[config.mk]
export PLATFORM = sky130hd
export DESIGN_NAME = inst_fetch
export DESIGN_NICKNAME = d
export VERILOG_FILES = /design/src/rtl/inst_fetch_pkg.sv /design/src/rtl/inst_fetch.sv
export SDC_FILE = /design/constraint.sdc
export NUM_CORES = 1
export LEC_CHECK = 0
export BUFFER_PORTS_ARGS = -buffer_cell sky130_fd_sc_hd__buf_4
export CAP_MARGIN = 20
export CORE_AREA = 2 2 134 136
export CTS_CLUSTER_DIAMETER = 120
export DETAILED_ROUTE_END_ITERATION = 6
export DIE_AREA = 0 0 136 138
export HOLD_SLACK_MARGIN = 0.12
export PLACE_DENSITY = 0.78
export SYNTH_ARGS = -nofsm -noshare
export SYNTH_HDL_FRONTEND = slang
export SYNTH_SLANG_ARGS = --single-unit
[constraint.sdc]
create_clock -name clk -period 1.9 [get_ports clk]
set_input_delay 0.19 -clock clk [delete_from_list [all_inputs] [get_ports clk]]
set_output_delay 0.19 -clock clk [all_outputs]
set_load 0.1 [all_outputs]
[src/rtl/inst_fetch_pkg.sv]
// Shared types and helpers for the instruction-fetch front end.
package inst_fetch_pkg;

    typedef enum logic [1:0] {
        S_IDLE  = 2'd0,
        S_REQ   = 2'd1,
        S_HOLD  = 2'd2,
        S_DRAIN = 2'd3
    } if_state_t;

    localparam logic [31:0] ZERO_WORD = 32'h0000_0000;

    // Redirect targets are word addresses; low bits are dropped on load.
    function automatic logic [31:0] word_align(input logic [31:0] addr);
        return {addr[31:2], 2'b00};
    endfunction

endpackage

[src/rtl/inst_fetch.sv]
// Instruction fetch: owns the PC, runs the req/ack handshake to instruction
// memory and presents one instruction at a time to the IF/ID register.
module inst_fetch
    import inst_fetch_pkg::*;
#(
    parameter logic [31:0] RESET_PC = 32'h0000_0000,
    parameter int          PC_STEP  = 4
) (
    input  logic        clk,
    input  logic        rst,
    input  logic [5:0]  stall,
    input  logic        flush,
    input  logic [31:0] new_pc,
    input  logic        branch_flag,
    input  logic [31:0] branch_target,
    output logic        mem_req,
    output logic [31:0] mem_addr,
    input  logic        mem_ack,
    input  logic [31:0] mem_rdata,
    output logic [31:0] if_pc,
    output logic [31:0] if_inst,
    output logic        stallreq
);

    if_state_t   r_state, w_state_nxt;
    logic [31:0] r_pc, w_pc_nxt;
    logic        r_mem_req, w_mem_req_nxt;
    logic [31:0] r_mem_addr, w_mem_addr_nxt;
    logic [31:0] r_if_pc, w_if_pc_nxt;
    logic [31:0] r_if_inst, w_if_inst_nxt;
    logic [31:0] w_flush_pc, w_branch_pc, w_seq_pc;
    logic        w_unused;

    assign w_flush_pc  = word_align(new_pc);
    assign w_branch_pc = word_align(branch_target);
    assign w_seq_pc    = r_pc + 32'(PC_STEP);
    assign w_unused    = ^stall[5:1];

    always_ff @(posedge clk or negedge rst) begin
        if (!rst) r_state <= S_IDLE;
        else      r_state <= w_state_nxt;
    end

    always_comb begin
        w_state_nxt    = r_state;
        w_pc_nxt       = r_pc;
        w_mem_req_nxt  = r_mem_req;
        w_mem_addr_nxt = r_mem_addr;
        w_if_pc_nxt    = r_if_pc;
        w_if_inst_nxt  = r_if_inst;
        case (r_state)
            S_IDLE: begin
                w_state_nxt    = S_REQ;
                w_mem_req_nxt  = 1'b1;
                w_mem_addr_nxt = r_pc;
            end
            S_REQ: begin
                if (flush || (branch_flag && !stall[0])) begin
                    w_pc_nxt = flush ? w_flush_pc : w_branch_pc;
                    // Without an ack the old address must stay on the bus until it drains.
                    if (mem_ack) w_mem_addr_nxt = w_pc_nxt;
                    else         w_state_nxt    = S_DRAIN;
                end else if (mem_ack) begin
                    w_if_pc_nxt   = r_pc;
                    w_if_inst_nxt = mem_rdata;
                    w_mem_req_nxt = 1'b0;
                    w_state_nxt   = S_HOLD;
                end
            end
            S_HOLD: begin
                if (flush) begin
                    w_if_pc_nxt    = ZERO_WORD;
                    w_if_inst_nxt  = ZERO_WORD;
                    w_pc_nxt       = w_flush_pc;
                    w_mem_req_nxt  = 1'b1;
                    w_mem_addr_nxt = w_flush_pc;
                    w_state_nxt    = S_REQ;
                end else if (!stall[0]) begin
                    w_pc_nxt       = branch_flag ? w_branch_pc : w_seq_pc;
                    w_mem_req_nxt  = 1'b1;
                    w_mem_addr_nxt = w_pc_nxt;
                    w_state_nxt    = S_REQ;
                end
            end
            S_DRAIN: begin
                if (flush) w_pc_nxt = w_flush_pc;
                if (mem_ack) begin
                    w_mem_addr_nxt = w_pc_nxt;
                    w_state_nxt    = S_REQ;
                end
            end
            default: w_state_nxt = S_IDLE;
        endcase
    end

    always_ff @(posedge clk or negedge rst) begin
        if (!rst) begin
            r_pc       <= RESET_PC;
            r_mem_req  <= 1'b0;
            r_mem_addr <= ZERO_WORD;
            r_if_pc    <= ZERO_WORD;
            r_if_inst  <= ZERO_WORD;
        end else begin
            r_pc       <= w_pc_nxt;
            r_mem_req  <= w_mem_req_nxt;
            r_mem_addr <= w_mem_addr_nxt;
            r_if_pc    <= w_if_pc_nxt;
            r_if_inst  <= w_if_inst_nxt;
        end
    end

    always_comb begin
        stallreq = (r_state != S_HOLD);
        mem_req  = r_mem_req;
        mem_addr = r_mem_addr;
        if_pc    = r_if_pc;
        if_inst  = r_if_inst;
    end

endmodule

Yosys cells after proc, flatten, opt, wreduce, memory -nomap -nowiden:

Index checks and enable logic that the tools add are counted.

* add/subtract/negate cells: 1
* equality and inequality tests: 12
* reductions and logical operators: 12
* mux-type cells: 30

Operators with widths (number)
* $mux W32: 14
* $pmux W32 S2: 2
* $pmux W32 S4: 1
* $pmux W32 S3: 1
* $add A32 B3 Y32 const B: 1
* $reduce_and A4 Y1: 4
* $mux W2: 6
* $ne A2 B2 Y1 const B: 6
* $ne A3 B3 Y1 const B: 3
* $pmux W2 S4: 1
* $reduce_bool A3 Y1: 2
* $eq A2 B2 Y1 const B: 2
* $mux W1: 4
* $pmux W1 S3: 1
* $reduce_and A3 Y1: 1
* $eq A2 B1 Y1 const B: 1
* $logic_not A2 Y1: 1
* $reduce_bool A2 Y1: 1
* $logic_and A1 B1 Y1: 1
* $logic_not A1 Y1: 1
* $logic_or A1 B1 Y1: 1

* register bits: 131
* output and inout bits: 98
* word-level logic and storage cells: 61
* input bits: 107

Longest topological paths before layout:

Gate-level depths: netlist (run 1).

* depth in word-level cells: 5
* depth in mapped cells: 10
* depth with buffers taken out: 8

Worst setup path before layout (run 1):

No wires, ideal clock.

* kind: reg-to-reg
* from: register r_state[1]
* to: register r_mem_addr[14] (netlist: mem_addr[14])
* buffers on the path: 2
* clock period less this slack: 2.298 ns
* arrival: 2.171 ns
* stages on the path, launching flop included: 10
* setup slack: -0.398 ns
* path through: dfrtp_1 buf_2 inv_1 nor2_2 inv_1 nor2_1 a21o_1 clkbuf_1 nor4_1 nor2_1

* word-level cells in the longest chain between the ends: 3
* elaborated cells between the ends (all ways): 10
* classes of those cells: eq/ne: 7; mux: 1; reduce/logical: 2

Ends and longest elaborated chain
* start: declaration: RTL line inst_fetch.sv:25 `if_state_t r_state, w_state_nxt;`
* start signal: assignment: RTL line inst_fetch.sv:41 `else r_state <= w_state_nxt;`
* $eq A2 B2 Y1 or $eq A2 B1 Y1 (tied branches): RTL line inst_fetch.sv:51 `case (r_state)`
* $ne A3 B3 Y1 (no source line) or $ne A2 B2 Y1 (tied branches)
* $reduce_and A4 Y1 (no source line)
* end signal: assignment: RTL line inst_fetch.sv:106 `r_mem_addr <= w_mem_addr_nxt;`
* end: declaration: RTL line inst_fetch.sv:28 `logic [31:0] r_mem_addr, w_mem_addr_nxt;`

Parallel ways exist; a longest one is shown, timed or not.
A chain may end at the register's enable or synchronous reset.

Worst setup path after layout (run 1):

* from: register r_pc[6]
* to: register r_pc[24]

* word-level cells in the longest chain between the ends: 5

Ends and longest elaborated chain
* start: declaration: RTL line inst_fetch.sv:26 `logic [31:0] r_pc, w_pc_nxt;`
* start signal: assignment: RTL line inst_fetch.sv:104 `r_pc <= w_pc_nxt;`
* $add A32 B3 Y32: RTL line inst_fetch.sv:36 `assign w_seq_pc = r_pc + 32'(PC_STEP);`
* $mux W32: RTL line inst_fetch.sv:79 `w_pc_nxt = branch_flag ? w_branch_pc : w_seq_pc;`
* $mux W32: RTL line inst_fetch.sv:78 `end else if (!stall[0]) begin`
* $mux W32: RTL line inst_fetch.sv:71 `if (flush) begin`
* $pmux W32 S3: RTL line inst_fetch.sv:51

Every way passes these cells. The select of a mux whose other input is x is not followed.

==> metrics.txt, run 1 <==
Synth top area share=47.8%; final worst path period need=1890 ps; final hold violation count=0; critical path class=reg -> reg; CTS max path bufs=2; critical path launch point type=register; met3 WL=2.39 mm; worst skew pair latency=430 ps; crit-path max FO=6; DP Wirelength=17.1 mm; I/O Buffers=195; global route total overflow=0; multi-input logic area=3450 um2; FMAX=528 MHz; met2 WL=12.4 mm; row cnt=49; MaxCap Viol Count=0; # IOs=205; top layer in use=met4; nets@finish=1,100; die outline width=136 um; Clock Root Buffer=clkbuf_16; Synth Area per Inst=9.70 um2; CTS Buf Count=17; Register-to-Register Path Depth=7; RR Startpoint=r_pc[6]; diodes inserted=0; Die Ht=138 um; Via Count=7,448; first-pass GRT wire length=39.9 mm; Hold Path Sink=mem_addr[13]; drt total wl=25.9 mm; CP peak stage delay=370 ps; top cells by count, synth=dfrtp_1, nand2_1, a32o_1; total power=16.1 mW; WHS Path Cells=3; all-layer global routing usage=27.3%; final setup TNS=0 ps; cell accounting for the most synthesized area=dfrtp_1; synthesis-to-layout area growth=51.7%; Worst Min Path Start=new_pc[13]; worst path bufs/invs=1; R2R setup slack=6 ps; Residual DRC=0; EDFF count, synth=0; Unique masters post-synth=60; Critical Path RT=2260 ps; r2r endpoint=r_pc[24]; worst hold path type=in -> reg; Slew Viols, Final=0; gpl congestion=0.909; Relative slew margins=67.1%; antenna viol nets, final=0; Ys Warns=0; DRT met1 WL=10.1 mm; clock slew seen by the registers of the worst setup and hold paths=60 ps; Cell Pwr Density=1550 nW/um2; status=finished, final reports clean; Critical Path, Cell by Cell=and4_4 -> nand4_4 -> buf_4 -> nor3_2 -> xor2_1 -> a21oi_1 -> o21ai_1; CP Capture Type=register; DR WL/cell=21.0 um; Tightest Pin Transition=493 ps; Post-synth ARST share=100%; Cell Area, Synth=6860 um2; initial antenna violation count=0; Sequential Area=3280 um2; Synth area leaders=dfrtp_1, a32o_1, o21ai_0; post-synthesis cell count=707; final setup vio count=0; initial core utilization=39.1%; Via density=6.04; Crit path max-delay family=simple AND/OR/NAND/NOR gates; CTS H-Tree Depth=4; Critical Path AT=2250 ps; Core ar.=17,500 um2; # fillers=1,470; fin crit share=99.7%; Num Clock Sinks=131; Leak=4.80 nW; Primary FF master, synth=dfrtp_1; Max Clock Skew=9.67 ps; share of cells above drive strength 1=38.6%; CTS tree=yes; Seq cells post-synth=131; die area=18,800 um2; DR iter-0 viols=909; RSZ-0062 raised after global routing=true; pin count of the biggest net entering global routing=51; IR Drop Worst-Case VDD=0.881 mV; most frequent cell after synthesis=dfrtp_1; number of global-route vias before repair=7,321; Syn Nets=815; drt pass-1 iters=6; final core utilization=59.3%; Seq/Total Area, Yosys=47.8%; Slowest cell on crit path=dfrtp_1
state kept, by name (all words and copies together), names as in the netlist:
signal,count
r_state,2
mem_addr,32
mem_req,1
r_pc,32
if_pc,32
if_inst,32
cell type report:
class                           count  share of cell area [%]
Multi-Input combinational cell    493                    33.1
Clock inverter                     10                    1.26
Clock buffer                       22                    4.46
Sequential cell                   131                    31.5
Tap cell                          229                    2.76
Timing Repair Buffer              338                    26.4
Inverter                           11                   0.457
where the power goes:
group	total, mW	switching (mW)	internal [mW]
clock network	3.35	1.23	2.12
registers	4.11	0.540	3.57
logic	8.67	6.47	2.20
total	16.1	8.25	7.88
cells by family (layout without fill, tap and decap cells):
group / after synthesis / count (layout) / share of synthesized area, %
compound gates: 271 / 271 / 28.7
fa+ha+maj: 1 / 1 / 0.182
flops: 131 / 131 / 47.8
xor+xnor: 21 / 21 / 2.68
buf+inv: 84 / 381 / 4.91
simple gates: 191 / 192 / 14.4
mux: 8 / 8 / 1.26
worst register-to-register path, cell delays in order (launching register included):
cell	delay, ps
dfrtp_1	370
and4_4	290
nand4_4	170
buf_4	210
nor3_2	220
xor2_1	290
a21oi_1	130
o21ai_1	130
routing by layer:
metal / track usage, % / up-vias
li1: - / 3265
met1: 37.1 / 3643
met2: 42.2 / 461
met3: 5.50 / 79
met4: 12.1 / 0
met5: 0 / -
per-stage QoR:
stage / instance area, um2 / hold slack (ps) / instances / setup slack [ps]
after global placement: 9140 / 168 / 1153 / 8.15
after floorplan: 6900 / -106 / 707 / -230
final: 10400 / 138 / 1234 / 5.99
after global routing: 10400 / 152 / 1234 / -58.4
after detailed placement: 9140 / 170 / 1153 / -107
after CTS: 10200 / 126 / 1225 / 0.536
worst max path at each step:
stage	startpoint	endpoint	slack, ps	depth (start not counted)
2_1_floorplan	r_state[1]	mem_addr[27]	-230	9
3_3_place_gp	r_state[1]	r_pc[27]	8	6
3_5_place_dp	r_state[1]	mem_addr[24]	-110	7
4_1_cts	r_state[1]	mem_addr[27]	0.5	6
5_1_grt	r_pc[17]	mem_addr[30]	-60	6
6_report	r_pc[6]	r_pc[24]	6	7
layout by cell type, fill, tap and decap left out, types with 4 or more instances in the layout:
| cell type | n |
|---|---|
| o22ai_1 | 13 |
| clkinv_2 | 5 |
| a21o_1 | 5 |
| nor2b_1 | 7 |
| dfrtp_1 | 129 |
| a21oi_1 | 27 |
| nand4_1 | 6 |
| nor3_1 | 4 |
| and3_1 | 6 |
| a211oi_1 | 5 |
| a32o_1 | 66 |
| nand3_1 | 13 |
| a22o_1 | 8 |
| nand2b_1 | 5 |
| nor3_2 | 6 |
| a21oi_2 | 5 |
| buf_4 | 289 |
| a221o_1 | 10 |
| a22oi_1 | 22 |
| xnor2_1 | 9 |
| a31oi_1 | 12 |
| o21ai_1 | 14 |
| o21ai_0 | 57 |
| or2_2 | 4 |
| clkbuf_16 | 17 |
| buf_12 | 8 |
| xor2_1 | 12 |
| dlygate4sd3_1 | 38 |
| nand2_1 | 72 |
| nor2_1 | 34 |
| mux2_2 | 5 |
| inv_1 | 7 |
timing repair:
action	4_1_cts	5_1_grt
buffers inserted	1	9
pin swaps	1	16
cloned	1	0
hold buffers	38	0
hold endpoints to repair	146	0
endpoints found under the setup margin	18	36
resized for setup	8	35
No activity file was read; power rests on OpenSTA's default activity.
==> run 2: changes to the inputs <==
Settings changed: CORE_AREA 2 2 134 136 to 5 5 99 194, DIE_AREA 0 0 136 138 to 0 0 104 199, PLACE_DENSITY 0.78 to 0.77, REMOVE_ABC_BUFFERS from default to 1.
==> run 2 against run 1 <==
The run now ends with design-rule violations left; setup slack gained 4.3 ps; largest cell class unchanged; largest power group unchanged; final cell count shrank 2.7%; flip-flop and latch count is the same; sequential power is essentially flat; highest routed layer unchanged.
==> metrics.txt, run 2 (same netlist as run 1, synthesis figures left out) <==
critical path class=reg -> reg; RR Startpoint=r_state[1]; Clock Root Buffer=clkbuf_16; nets@finish=1,085 (-1.4%); Net Sw Frac=50.5% (-0.63 points); Via density=6.12 (+1.4%); number of global-route vias before repair=7,439 (+1.6%); Leak=4.71 nW (-1.9%); design area=10,200 um2 (-1.7%); commonest non-fill, non-tap cells in the layout=buf_4, dfrtp_1, nand2_1; most common cell after layout, fill and taps aside=buf_4; Register-to-Register Path Depth=6 (-1); Critical path origin=r_state[1]; diodes inserted=0 (unchanged); # fillers=1,439 (-2.1%); status=finished, violations left; Relative slew margins=62.9% (-4.2 points); DR iter-0 viols=775 (-15%); CTS tree=yes; final worst path period need=1890 ps (-4.28 ps); drt pass-1 iters=7 (+1); Setup crit end=mem_addr[31]; FMAX=529 MHz (+0.23%); CTS max path bufs=2 (unchanged); Num Clock Sinks=131 (unchanged); crit-path max FO=17 (+11); CTS Buf Count=17 (unchanged); net switching power=8.22 mW (-0.28%); DR WL/cell=21.1 um (+0.70%); gpl congestion=0.965 (+6.2%); die area=20,700 um2 (+10%); antenna viol nets, final=0 (unchanged); Cell Pwr Density=1590 nW/um2 (+2.7%); R2R setup slack=10 ps (about the same); initial antenna violation count=0 (unchanged); share of cells above drive strength 1=36.5% (-2.1 points); DP Wirelength=16.9 mm (-0.67%); global route total overflow=0 (unchanged); Worst Min Path Start=new_pc[12]; Max Clock Skew=12.4 ps (+2.75 ps); Die Ht=199 um (+44%); first-pass GRT wire length=39.2 mm (-2.0%); drt total wl=25.4 mm (-2.0%); die outline width=104 um (-24%); row cnt=69 (+41%); critical path launch point type=register; Via Count=7,350 (-1.3%); Combinational Power Share=52.7% (-1.0 points); worst hold path type=in -> reg; Seq pwr share=25.2% (-0.3 points); synthesis-to-layout area growth=49.1%; I/O Buffers=195 (unchanged); Critical Path AT=2190 ps (-60 ps); IR Drop Worst-Case VDD=1.11 mV (+26%); Residual DRC=6 (+6); CP Capture Type=register; worst skew pair latency=410 ps (-20 ps); Tightest Pin Transition=557 ps (+63.2 ps); final setup vio count=0 (unchanged); Core ar.=17,600 um2 (+0.44%); CTS H-Tree Depth=4 (unchanged); Critical Path RT=2200 ps (-60 ps); final hold violation count=0 (unchanged); all-layer global routing usage=23.4% (-3.9 points); pin count of the biggest net entering global routing=65 (+27%); MaxCap Viol Count=0 (unchanged); Clk network pwr share=22.1% (+1.3 points); # IOs=205 (unchanged); initial core utilization=38.9% (-0.17 points); r2r endpoint=mem_addr[31]; clock slew seen by the registers of the worst setup and hold paths=60 ps (about the same); Slew Viols, Final=0 (unchanged); P_int=8.06 mW (+2.3%); Cell Area, Placed=9020 um2 (-1.3%); failing checks=design-rule violations; final core utilization=58.0% (-1.3 points); fin crit share=99.5% (-0.23 points)
## run 2: cell types whose count changed in the layout (fill, tap and decap cells not counted), sizes merged
| cell | previous run | this run |
|---|---|---|
| buf | 300 | 287 |
| bufinv | 3 | 5 |
| clkbuf | 22 | 17 |
| clkinv | 7 | 6 |
| dlygate4sd3 | 38 | 36 |
| inv | 9 | 11 |
## run 2: area by class of cell
type / count / area [um2] / share of cell area, %
timing repair buffer: 323 / 2630 / 25.7
clock buffer: 17 / 425 / 4.16
inverter: 11 / 41.3 / 0.404
tap: 213 / 267 / 2.61
multi-input combinational: 493 / 3370 / 33.0
sequential: 131 / 3280 / 32.1
clock inverter: 13 / 210 / 2.06
## run 2: metal layers
layer  wire length, um  GRT usage (%)
met5                 0              0
met4               906           10.0
met3              2850           6.79
met2             12000           37.8
met1              9610           29.2
## run 2: power groups by stage
stage / registers (mW) / logic [mW] / clock network, mW
final: 4.10 / 8.58 / 3.60
after global routing: 4.18 / 8.87 / 3.78
after CTS: 4.08 / 8.48 / 3.66
after detailed placement: 4.10 / 8.38 / 0
after global placement: 4.08 / 8.29 / 0
after floorplan: 8.73 / 1.36 / 0
## run 2: what timing repair did
action	in CTS	in global routing
endpoints found under the hold margin	69	0
buffers inserted	0	8
pin swaps	0	7
hold buffers	36	0
setup endpoints to repair	19	43
gates resized for setup	5	27
cloned	0	1
## run 2: worst min-delay path by stage
stage,end,depth (start not counted)
final,r_pc[12],5
after global routing,r_pc[12],5
after global placement,if_pc[2],1
after CTS,r_pc[12],5
after floorplan,if_inst[0],0
after detailed placement,mem_addr[2],1
## run 2: metrics by stage
step | worst slack [ps] | hold slack (ps) | total power, mW | std cells | TNS (ps)
6_report | 10.3 | 153 | 16.3 | 1201 | 0
5_1_grt | -45.7 | 157 | 16.8 | 1201 | -196
4_1_cts | -6.81 | 130 | 16.2 | 1192 | -15.6
3_5_place_dp | -97.1 | 209 | 12.5 | 1126 | -668
3_3_place_gp | -48.2 | 203 | 12.4 | 1126 | -263
2_1_floorplan | -2730 | -106 | 10.1 | 634 | -271420
## run 2: worst max-delay path, cell delays in order (launching register included)
cell,delay [ps]
dfrtp_1,420
or2_2,340
o21ai_2,210
a21o_1,250
buf_4,290
a211oi_1,70
a22o_1,190
